<file path="src/rtl/control_path.sv">
// rtl/control_path.sv - single-cycle RV32 subset control decoder with retire counter and sticky illegal flag
//
// Ports:
//   i_clk        clock, rising-edge state updates
//   i_rst_n      asynchronous active-low reset
//   i_opcode     instruction [6:0]
//   i_f3         funct3, instruction [14:12]
//   i_f7_bit6    instruction bit 30, distinguishes SUB from ADD for R-type
//   i_zero       ALU zero flag of the current instruction (beq resolution)
//   o_res_src    writeback select: 00 ALU, 01 memory, 10 PC+4
//   o_pc_src     next-PC select: 00 PC+4, 01 PC+imm
//   o_alu_op     000 ADD, 001 SUB, 010 AND, 011 OR, 101 SLT
//   o_reg_wr     register-file write enable
//   o_mem_wr     data-memory write enable
//   o_imm_ctl    immediate format: 00 I, 01 S, 10 B, 11 J
//   o_alu_src_b  ALU operand B: 0 rs2, 1 immediate
//   o_illegal    sticky: an illegal instruction was seen since reset
//   o_ret_cnt    wrapping count of edges carrying a legal instruction

module control_path (
    input  logic        i_clk,
    input  logic        i_rst_n,
    input  logic [6:0]  i_opcode,
    input  logic [2:0]  i_f3,
    input  logic        i_f7_bit6,
    input  logic        i_zero,
    output logic [1:0]  o_res_src,
    output logic [1:0]  o_pc_src,
    output logic [2:0]  o_alu_op,
    output logic        o_reg_wr,
    output logic        o_mem_wr,
    output logic [1:0]  o_imm_ctl,
    output logic        o_alu_src_b,
    output logic        o_illegal,
    output logic [15:0] o_ret_cnt
);

    localparam logic [6:0] OP_R    = 7'b0110011;
    localparam logic [6:0] OP_I    = 7'b0010011;
    localparam logic [6:0] OP_LW   = 7'b0000011;
    localparam logic [6:0] OP_SW   = 7'b0100011;
    localparam logic [6:0] OP_BEQ  = 7'b1100011;
    localparam logic [6:0] OP_JAL  = 7'b1101111;

    localparam logic [2:0] ALU_ADD = 3'b000;
    localparam logic [2:0] ALU_SUB = 3'b001;
    localparam logic [2:0] ALU_AND = 3'b010;
    localparam logic [2:0] ALU_OR  = 3'b011;
    localparam logic [2:0] ALU_SLT = 3'b101;

    localparam logic [1:0] RES_ALU = 2'b00;
    localparam logic [1:0] RES_MEM = 2'b01;
    localparam logic [1:0] RES_PC4 = 2'b10;

    localparam logic [1:0] PC_SEQ  = 2'b00;
    localparam logic [1:0] PC_IMM  = 2'b01;

    localparam logic [1:0] IMM_I   = 2'b00;
    localparam logic [1:0] IMM_S   = 2'b01;
    localparam logic [1:0] IMM_B   = 2'b10;
    localparam logic [1:0] IMM_J   = 2'b11;

    // Shared funct3 map for R-type and I-type ALU ops; f3_ok flags the
    // four supported encodings.
    logic [2:0] f3_alu;
    logic       f3_ok;

    always_comb begin
        f3_alu = ALU_ADD;
        f3_ok  = 1'b1;
        case (i_f3)
            3'b000:  f3_alu = ALU_ADD;
            3'b010:  f3_alu = ALU_SLT;
            3'b110:  f3_alu = ALU_OR;
            3'b111:  f3_alu = ALU_AND;
            default: f3_ok  = 1'b0;
        endcase
    end

    logic       legal;
    logic       dec_reg_wr;
    logic       dec_mem_wr;
    logic [1:0] dec_pc_src;

    // Defaults are the illegal-instruction decode, so any path that does
    // not positively recognise an instruction leaves everything inert.
    always_comb begin
        legal       = 1'b0;
        dec_reg_wr  = 1'b0;
        dec_mem_wr  = 1'b0;
        dec_pc_src  = PC_SEQ;
        o_res_src   = RES_ALU;
        o_alu_op    = ALU_ADD;
        o_imm_ctl   = IMM_I;
        o_alu_src_b = 1'b0;
        case (i_opcode)
            OP_R: begin
                if (f3_ok) begin
                    legal      = 1'b1;
                    dec_reg_wr = 1'b1;
                    // Only funct3=000 has a SUB variant.
                    if (i_f3 == 3'b000 && i_f7_bit6)
                        o_alu_op = ALU_SUB;
                    else
                        o_alu_op = f3_alu;
                end
            end
            OP_I: begin
                if (f3_ok) begin
                    legal       = 1'b1;
                    dec_reg_wr  = 1'b1;
                    o_alu_src_b = 1'b1;
                    o_alu_op    = f3_alu;
                end
            end
            OP_LW: begin
                legal       = 1'b1;
                dec_reg_wr  = 1'b1;
                o_res_src   = RES_MEM;
                o_alu_src_b = 1'b1;
            end
            OP_SW: begin
                legal       = 1'b1;
                dec_mem_wr  = 1'b1;
                o_alu_src_b = 1'b1;
                o_imm_ctl   = IMM_S;
            end
            OP_BEQ: begin
                if (i_f3 == 3'b000) begin
                    legal      = 1'b1;
                    o_imm_ctl  = IMM_B;
                    o_alu_op   = ALU_SUB;
                    dec_pc_src = i_zero ? PC_IMM : PC_SEQ;
                end
            end
            OP_JAL: begin
                legal       = 1'b1;
                dec_reg_wr  = 1'b1;
                o_res_src   = RES_PC4;
                dec_pc_src  = PC_IMM;
                o_imm_ctl   = IMM_J;
                o_alu_src_b = 1'b1;
            end
            default: begin
                legal = 1'b0;
            end
        endcase
    end

    // Architectural side effects are suppressed while reset is held so a
    // core sitting in reset cannot write state or redirect fetch.
    assign o_reg_wr = dec_reg_wr & i_rst_n;
    assign o_mem_wr = dec_mem_wr & i_rst_n;
    assign o_pc_src = i_rst_n ? dec_pc_src : PC_SEQ;

    always_ff @(posedge i_clk or negedge i_rst_n) begin
        if (!i_rst_n) begin
            o_illegal <= 1'b0;
            o_ret_cnt <= 16'h0000;
        end else if (legal) begin
            o_ret_cnt <= o_ret_cnt + 16'd1;
        end else begin
            o_illegal <= 1'b1;
        end
    end

endmodule

</file>
<file path="config.mk">
export PLATFORM = sky130hd
export DESIGN_NAME = control_path
export DESIGN_NICKNAME = d
export VERILOG_FILES = /design/src/rtl/control_path.sv
export SDC_FILE = /design/constraint.sdc
export NUM_CORES = 1
export LEC_CHECK = 0
export CORE_MARGIN = 1.5
export CORE_UTILIZATION = 30
export CTS_CLUSTER_SIZE = 10
export DETAILED_ROUTE_END_ITERATION = 7
export SLEW_MARGIN = 20
export SYNTH_ARGS = -nofsm -noshare
export SYNTH_HDL_FRONTEND = slang
export SYNTH_SLANG_ARGS = --single-unit
</file>
<file path="constraint.sdc">
create_clock -name i_clk -period 2.2 [get_ports i_clk]
set_clock_uncertainty 0.1 [all_clocks]
set_input_delay 0.33 -clock i_clk [delete_from_list [all_inputs] [get_ports i_clk]]
set_output_delay 0.33 -clock i_clk [all_outputs]
set_load 0.01 [all_outputs]
</file>
==> flow_summary.yaml, run 1 <==
job:
  maxCapViolations: 0
power:
  powerDensity_nw_per_um2: 450
  p_leak_nw: 0.913
  irDropWorstVdd_v: 0.000248
cells_and_area:
  seqCellArea_um2: 425
  nNetsFinal: 190
  final_cells: 222
  area_delta_synth_final_pct: 60.7
  drive_gt1_share_pct: 29.9
  diodes: 0
  final_cell_area_um2: 1820
  fillers: 357
  multi_input_area_um2: 693
yosys:
  synth_top_area_share_pct: 37.5
  postSynthAreaPerCell_um2: 10.2
  syn_nets: 126
  yosys_warnings: 0
  synth-seq-area-share_pct: 37.5
  ys_seq_elements: 17
  synthesis.area_um2: 1130
  synth_cells: 111
  synth_top_area_cell: "dfrtp_1"
  yosys-top-cells-area: "dfrtp_1 (37%), xnor2_1 (9.3%), o311ai_1 (4.6%)"
  yosysUniqueCellTypes: 39
critical_path:
  worstReg2RegEnd: "o_ret_cnt[14]"
  r2r_start: "o_ret_cnt[7]"
  cp_slowest_cell: "or4_4"
  criticalPathCategory: "primary input to output pin"
  r2r_slack_ns: 0.64
  slowest_delay_ns: 0.55
  critPathArrivalTime_ns: 1.69
  end_kind: "output pin"
  cp.required_ns: 1.77
  startpoint: "i_f3[2]"
  r2r.worst_path.cells: 4
  path_max_fanout: 2
  cp-start-kind: "primary input"
  worstPathCellList: "clkdlybuf4s50_1 > or4_4 > o21ai_2 > and2_1 > buf_2"
floorplanning:
  fp.coreArea_um2: 3630
  io_pins: 43
  initial_core_util_pct: 31.2
  dieArea_um2: 4160
  die_y_um: 64.5
  num_rows: 22
  die_w_um: 64.5
detailed_routing:
  dr.pass1.iters: 4
  wirelength_um: 3010
  drt_iter0_drc: 41
  vias: 1104
  ant_nets: 0
  drc: 0
  viasPerCell: 4.97
  wl_per_cell_um: 13.6
clock_network:
  root_buffer: "clkbuf_8"
  clock-sinks: 17
  numCtsBuffers: 3
  clk_latency_ns: 0.25
  cts_tree: "built"
  clockBufferDepth: 2
  cts_htree_levels: 1
  cts_hold_buf: 0
  clkSlewWorstSetupHoldPaths_ns: 0.07
global_route:
  grt_max_degree: 18
  grt_pass1_wl_um: 5110
  antenna_found_initial: 0
  grt_pass1_vias: 1072
  grt_use_total_pct: 15.6
  grt-ovfl-total: 0
timing:
  hold_viol_final: 0
  fmax_mhz: 472
  rsz0062_at_grt: "false"
  fin_crit_sh_pct: 96.2
  report.final.setup_viol: 0
  fin_crit_ns: 2.12
  maxSlewViolCount: 0
  hold_ws_ns: 0.363
placed_design:
  gp_congestion: 0.862
  dpl_cell_area_um2: 1700
  port_buffers: 41
  placedCellCount: 211
  post-dp-hpwl_um: 2250
status:
  status: "completed"
worst_hold_path:
  whs_endpoint: "o_ret_cnt[15]"
  min_path_type: "flop to flop"
  min_path_cells: 1
  holdCritStartpoint: "o_ret_cnt[15]"
==> layout make-up <==
class	instances	area share (%)
Inverter	5	1.03
Timing Repair Buffer	66	31.8
Sequential cell	17	23.3
Clock buffer	3	2.26
Tap cell	48	3.29
Multi-Input combinational cell	82	38.0
Clock inverter	1	0.274
==> synth_stat cells <==
cell,number
dfrtp_1,17
xnor2_1,12
and3_1,7
nand2_1,7
o311ai_1,6
inv_1,5
o31ai_1,5
a311oi_1,3
and2_1,3
and4_1,3
clkbuf_1,3
nand3_1,3
nor2_1,3
xor2_1,3
a31o_2,2
a31oi_1,2
buf_2,2
nand2b_1,2
nand4_1,2
o21ai_0,2
a2111o_1,1
a2111oi_4,1
a211o_1,1
a211oi_2,1
a21boi_0,1
buf_4,1
buf_6,1
conb_1,1
ha_1,1
mux2_4,1
nand2b_4,1
nand4bb_1,1
nand4bb_4,1
nor2b_1,1
nor3_2,1
nor4_1,1
nor4b_1,1
or2_1,1
or4_1,1
==> placed cells by master, fill, tap and decap left out, types with 2 or more instances in the layout <==
cell type         n
buf_4            23
xor2_1            3
dlymetal6s2s_1    6
nand2_1           6
buf_2             6
nand4bb_4         2
o31ai_1           5
dlygate4sd2_1     5
a31o_2            2
xnor2_1          12
nand4_1           2
nand3_1           3
clkbuf_8          3
a31oi_1           2
buf_6             2
o311ai_1          6
nor2_1            2
nand2b_1          2
and2_1            3
and4_1            3
clkdlybuf4s50_1  22
and3_1            7
dfrtp_1          17
inv_1             5
a311oi_1          3
==> state kept, by name, indices dropped and copies added (netlist names) <==
register   cells
o_illegal      1
o_ret_cnt     16
==> cells by family after synthesis <==
kind of cell	count (synthesis)	synth area share (%)
other cells	1	0.330
xor+xnor	15	11.6
compound gates	25	19.7
buf+inv	12	5.18
fa+ha+maj	1	1.10
flops	17	37.5
mux	1	1.32
simple gates	39	23.3
==> timing repair <==
action	4_1_cts	5_1_grt
gates resized for setup	44	10
hold endpoints to repair	0	0
setup buffers	6	1
endpoints found under the setup margin	16	13
pin swaps	4	4
==> metal layers <==
| metal | wire, µm | global-route usage (%) | vias to the layer above |
|---|---|---|---|
| li1 | - | - | 544 |
| met1 | 1470 | 22.6 | 531 |
| met2 | 1410 | 24.2 | 25 |
| met3 | 99 | 2.60 | 4 |
| met4 | 32 | 3.99 | 0 |
| met5 | 0 | 0 | - |
==> critical path: cells and delay by family <==
family,cells,cell delay [ns]
AO/OA/AOI/OAI,1,0.13
buffers and inverters,2,0.55
AND/OR/NAND/NOR,2,0.67
==> how the worst max path moves through the flow <==
stage | end | slack (ns) | cells past startpoint
3_5_place_dp | o_pc_src[0] | -0.58 | 6
3_3_place_gp | o_pc_src[0] | -0.55 | 6
5_1_grt | o_pc_src[0] | 0.01 | 5
6_report | o_pc_src[0] | 0.08 | 5
4_1_cts | o_pc_src[0] | -0.10 | 6
2_1_floorplan | o_pc_src[0] | 0.26 | 5
==> through the flow <==
stage                     setup WS [ns]  total power, mW  util, %  TNS (ns)
final                            0.0825            0.820     50.2         0
after global routing             0.0120            0.870     50.2         0
after CTS                        -0.102            0.830     49.6    -0.102
after detailed placement         -0.579            0.587     46.8     -7.94
after global placement           -0.545            0.580     46.8     -7.58
after floorplan                   0.259            0.464        -         0
==> power by group <==
group / switching [mW] / leakage, nW / internal [mW]
clock network: 0.113 / 0.0255 / 0.126
logic: 0.0850 / 0.660 / 0.127
registers: 0.0300 / 0.228 / 0.340
total: 0.228 / 0.913 / 0.593
Power figures use the tool's default switching activity.
==> run 2, diff against run 1 <==
Settings changed: CORE_UTILIZATION 30 to 43, PLACE_DENSITY set to 0.78.
==> run 2 against run 1 <==
First-iteration DRC count fell by 29%. Combinational power about the same. Critical endpoint is now o_reg_wr. Largest cell class unchanged. Final area shrank 3.5%.
==> flow_summary.yaml, run 2 (same netlist as run 1, synthesis figures left out) <==
clock_network:
  root_buffer: "clkbuf_4"
  clock-sinks: 17
  numCtsBuffers: 3
  clockBufferDepth: 2
  cts_hold_buf: 0
  cts_htree_levels: 1
  cts_tree: "built"
  clkSlewWorstSetupHoldPaths_ns: 0.11
  clk_latency_ns: 0.30
floorplanning:
  num_rows: 18
  die_w_um: 54.4
  initial_core_util_pct: 45.8
  dieArea_um2: 2960
  die_y_um: 54.4
  io_pins: 43
  fp.coreArea_um2: 2480
timing:
  fmax_mhz: 468
  hold_ws_ns: 0.357
  hold_viol_final: 0
  report.final.setup_viol: 0
  fin_crit_ns: 2.14
  maxSlewViolCount: 0
  fin_crit_sh_pct: 97.2
  rsz0062_at_grt: "false"
detailed_routing:
  wl_met1_um: 1400
  route.met2.wl_um: 1550
  ant_nets: 0
  drt_iter0_drc: 29
  routed.top_layer: "met4"
  vias: 1119
  dr_wl_met3_um: 90
  dr.pass1.iters: 4
  wl_per_cell_um: 15.4
  wirelength_um: 3060
  drc: 0
  viasPerCell: 5.62
critical_path:
  cp-endpoint: "o_reg_wr"
  path_max_fanout: 5
  end_kind: "output pin"
  worstReg2RegEnd: "o_ret_cnt[12]"
  r2r_slack_ns: 0.59
  cp-start-kind: "primary input"
  cp.required_ns: 1.77
  criticalPathCategory: "primary input to output pin"
  critPathArrivalTime_ns: 1.71
  r2r.worst_path.cells: 4
  r2r_start: "o_ret_cnt[3]"
  startpoint: "i_f3[0]"
cells_and_area:
  final_cells: 199
  drive_gt1_share_pct: 27.2
  diodes: 0
  nNetsFinal: 185
  final_common_cell: "clkdlybuf4s50_1"
  area_delta_synth_final_pct: 55.1
  fillers: 200
  top_regs: "o_ret_cnt x16, o_illegal x1"
  regMostFlops: "o_ret_cnt"
  mostFrequentLayoutCells: "clkdlybuf4s50_1 (21), buf_4 (18), dfrtp_1 (17)"
  largest_reg_flops: 16
global_route:
  grt_max_degree: 18
  grt-ovfl-total: 0
  grt_use_total_pct: 21.2
  antenna_found_initial: 0
  grt_pass1_vias: 1016
  grt_pass1_wl_um: 4570
power:
  switching_share_pct: 30.1
  power_switching_mw: 0.229
  pwr-share-seq_pct: 48.6
  p_int_mw: 0.534
  p_leak_nw: 0.877
  clockPowerShare_pct: 23.7
  combPwrFrac_pct: 27.7
  powerDensity_nw_per_um2: 434
  irDropWorstVdd_v: 0.000515
worst_hold_path:
  min_path_type: "primary input to asynchronous set/reset pin"
placed_design:
  post-dp-hpwl_um: 2240
  port_buffers: 41
  placedCellCount: 192
  gp_congestion: 0.868
job:
  maxCapViolations: 0
status:
  status: "completed"
run 2: cell types whose count changed in the layout (fill, tap and decap cells not counted), sizes merged:
cell,before,now
clkdlybuf4s15,1,5
clkbuf,4,3
buf,31,23
dlygate4sd2,5,6
clkdlybuf4s50,22,21
run 2: what timing repair did:
item | 4_1_cts | 5_1_grt
gates resized for setup | 44 | 8
endpoints found under the setup margin | 11 | 9
setup buffers | 0 | 3
pin swaps | 2 | 4
run 2: how the worst min path moves through the flow:
stage                     startpoint       endpoint  slack [ns]  depth (start not counted)
final                        i_rst_n  o_ret_cnt[12]        0.36                          2
after global routing         i_rst_n  o_ret_cnt[12]        0.38                          2
after CTS                    i_rst_n  o_ret_cnt[10]        0.36                          2
after detailed placement   o_illegal      o_illegal        0.35                          1
after global placement     o_illegal      o_illegal        0.35                          1
after floorplan              i_rst_n      o_illegal       -0.07                          0
run 2: power by group through the flow:
stage / sequential, mW / combinational (mW) / clock, mW
floorplan: 0.386 / 0.0779 / 0
global placement: 0.374 / 0.202 / 0
detailed placement: 0.377 / 0.206 / 0
CTS: 0.371 / 0.209 / 0.183
global route: 0.376 / 0.234 / 0.198
finish: 0.371 / 0.211 / 0.181
run 2: cell type report:
cell class                      instances  area, µm²  share of cell area [%]
Clock buffer                            3       22.5                    1.28
Sequential cell                        17        425                    24.2
Multi-Input combinational cell         82        684                    38.9
Inverter                                5       18.8                    1.07
Tap cell                               30       37.5                    2.13
Timing Repair Buffer                   61        567                    32.2
Clock inverter                          1       5.00                   0.284
run 2: metal layers:
metal  global-route usage (%)  up-vias
met3                     2.73        2
li1                         -      534
met1                     29.1      552
met5                        0        -
met4                     6.67        0
met2                     34.3       31
run 2: stage by stage:
step	power, mW	utilization [%]	instance area (µm²)	setup slack, ns	TNS (ns)
floorplan	0.464	-	1130	0.259	0
global placement	0.577	67.4	1670	-0.518	-4.73
detailed placement	0.583	67.4	1670	-0.551	-5.44
CTS	0.763	69.3	1720	-0.0536	-0.0850
global route	0.809	71.1	1760	0.0202	0
finish	0.763	71.1	1760	0.0615	0
run 2: worst max-delay path: stages:
cell and delay (ns):
clkdlybuf4s50_1 0.49, buf_4 0.16, nand2b_1 0.09, and3_1 0.20, o21ai_1 0.14, a21boi_1 0.08
clkdlybuf4s15_2 0.22
==> run 3, diff against run 2 <==
Settings changed: CAP_MARGIN set to 0, CORE_UTILIZATION 43 to 39, PLACE_DENSITY 0.78 to 0.75, SLEW_MARGIN 20 to unset.
Clock period 2.2 ns to 1.7 ns, I/O delays scaled along.
==> run 3 against run 2 <==
The run now ends with negative setup slack left. Via count fell by 3.1%. Highest routed layer unchanged. Clock power grew 18%. Critical path depth down 1. Sequential power up 29%. Setup slack worse by 0.15 ns. Power is 27% higher. Core utilization fell by 8.4 points. Sequential share of layout area rose by 0.53 points. Register-to-register slack worse by 0.43 ns. Count of clock-buffer cells in the layout up 1. Combinational power grew 30%.
==> flow_summary.yaml, run 3 (same netlist as run 1, synthesis figures left out) <==
cells_and_area:
  nNetsFinal: 184
  multi_input_area_um2: 721
  largest_reg_flops: 16
  top_regs: "o_ret_cnt x16, o_illegal x1"
  area_delta_synth_final_pct: 52.3
  fillers: 237
  mostFrequentLayoutCells: "clkdlybuf4s50_1 (20), dfrtp_1 (16), buf_4 (16)"
  regMostFlops: "o_ret_cnt"
  diodes: 0
  seqCellArea_um2: 427
  final_common_cell: "clkdlybuf4s50_1"
  drive_gt1_share_pct: 33.9
critical_path:
  critPathArrivalTime_ns: 1.43
  cp_num_buf_inv: 2
  cp_slowest_cell: "or4_4"
  end_kind: "output pin"
  path_max_fanout: 3
  cp.required_ns: 1.34
  slowest_delay_ns: 0.50
  criticalPathCategory: "primary input to output pin"
  crit_family: "simple AND/OR/NAND/NOR gates"
  worstPathCellList: "buf_6 > nand4bb_4 > or4_4 > o21ai_1 > and2_1 > buf_2"
  cp-start-kind: "primary input"
  r2r_slack_ns: 0.16
timing:
  fin_crit_sh_pct: 105
  report.final.setup_viol: 2
  fin_crit_ns: 1.79
  hold_viol_final: 0
  rsz0062_at_grt: "true"
  fmax_mhz: 560
  fin_setup_tns_ns: -0.0887
  maxSlewViolCount: 0
  setup_ws_ns: -0.0857
power:
  powerDensity_nw_per_um2: 559
  total_power_mw: 0.966
  p_int_mw: 0.693
  p_leak_nw: 0.841
  clockPowerShare_pct: 22.1
  combPwrFrac_pct: 28.3
  pwr-share-seq_pct: 49.6
  switching_share_pct: 28.3
  irDropWorstVdd_v: 0.000695
  power_switching_mw: 0.273
placed_design:
  post-dp-hpwl_um: 2200
  gp_congestion: 0.875
  port_buffers: 41
  post-place-ws_ns: -0.918
floorplanning:
  initial_core_util_pct: 41.2
  die_y_um: 56.9
  io_pins: 43
  die_w_um: 56.9
  dieArea_um2: 3240
  num_rows: 19
  fp.coreArea_um2: 2760
global_route:
  antenna_found_initial: 0
  grt-ovfl-total: 0
  grt_use_total_pct: 18.6
  grt_max_degree: 16
  grt_pass1_wl_um: 4690
  grt_pass1_vias: 1035
detailed_routing:
  dr.pass1.iters: 4
  drt_iter0_drc: 26
  wl_per_cell_um: 14.4
  drc: 0
  vias: 1084
  ant_nets: 0
  viasPerCell: 5.45
  wirelength_um: 2860
clock_network:
  clock-sinks: 17
  clk_latency_ns: 0.29
  clkSlewWorstSetupHoldPaths_ns: 0.09
  numCtsBuffers: 3
  clockBufferDepth: 2
  root_buffer: "clkbuf_4"
  cts_tree: "built"
  cts_htree_levels: 1
  cts_hold_buf: 0
status:
  violations: "negative setup slack"
  status: "complete, but fails checks"
worst_hold_path:
  min_path_type: "primary input to asynchronous set/reset pin"
job:
  maxCapViolations: 0
==> run 3: cell types whose count changed in the layout (fill, tap and decap cells not counted), moves of 2 or more <==
cell             previous run  this run
a311oi_1                    3         1
clkbuf_2                    0         2
dlygate4sd2_1               6         3
clkdlybuf4s15_2             5         0
buf_2                       3        13
buf_4                      18        16
buf_6                       2         4
dlymetal6s2s_1              6         0
a311oi_2                    0         2
==> run 3: metrics by stage <==
| step | hold slack [ns] | util, % | cells | area [µm²] |
|---|---|---|---|---|
| finish | 0.317 | 62.7 | 199 | 1730 |
| detailed placement | 0.374 | 60.3 | 192 | 1660 |
| CTS | 0.318 | 61.4 | 196 | 1690 |
| global route | 0.326 | 62.7 | 199 | 1730 |
| global placement | 0.349 | 60.3 | 192 | 1660 |
| floorplan | -0.141 | - | 111 | 1150 |
==> run 3: final timing paths <==
| path | startpoint | end | cells after the start |
|---|---|---|---|
| max | i_opcode[4] | o_pc_src[0] | 6 |
| max in group asynchronous | i_rst_n | o_ret_cnt[7] | 2 |
| min reg2reg | o_ret_cnt[15] | o_ret_cnt[15] | 1 |
| max reg2reg | o_ret_cnt[8] | o_ret_cnt[15] | 4 |
| min in group i_clk | o_ret_cnt[15] | o_ret_cnt[15] | 1 |
| min | i_rst_n | o_ret_cnt[2] | 2 |
==> run 3: power groups by stage <==
stage | Clock [mW] | Combinational, mW | Sequential [mW]
global placement | 0 | 0.263 | 0.485
CTS | 0.222 | 0.271 | 0.480
finish | 0.213 | 0.274 | 0.479
detailed placement | 0 | 0.268 | 0.488
global route | 0.242 | 0.305 | 0.489
floorplan | 0 | 0.105 | 0.499
==> run 3: layer usage <==
| metal | global-route usage [%] | wire length [µm] |
|---|---|---|
| met3 | 4.99 | 120 |
| met2 | 32.0 | 1470 |
| met5 | 0 | 0 |
| met4 | 4.98 | 32 |
| met1 | 23.2 | 1240 |
==> run 3: repair_timing <==
action	4_1_cts	5_1_grt
pin swaps	4	4
gates cloned	0	0
gates resized for setup	77	14
endpoints found under the setup margin	28	14
buffers inserted	0	3
==> run 3: cell type report <==
| class | count | area share [%] |
|---|---|---|
| flip-flops and latches | 17 | 24.7 |
| clock buffers | 4 | 1.52 |
| well taps | 31 | 2.24 |
| multi-input cells | 82 | 41.7 |
| repair buffers | 60 | 28.7 |
| inverters | 5 | 1.09 |
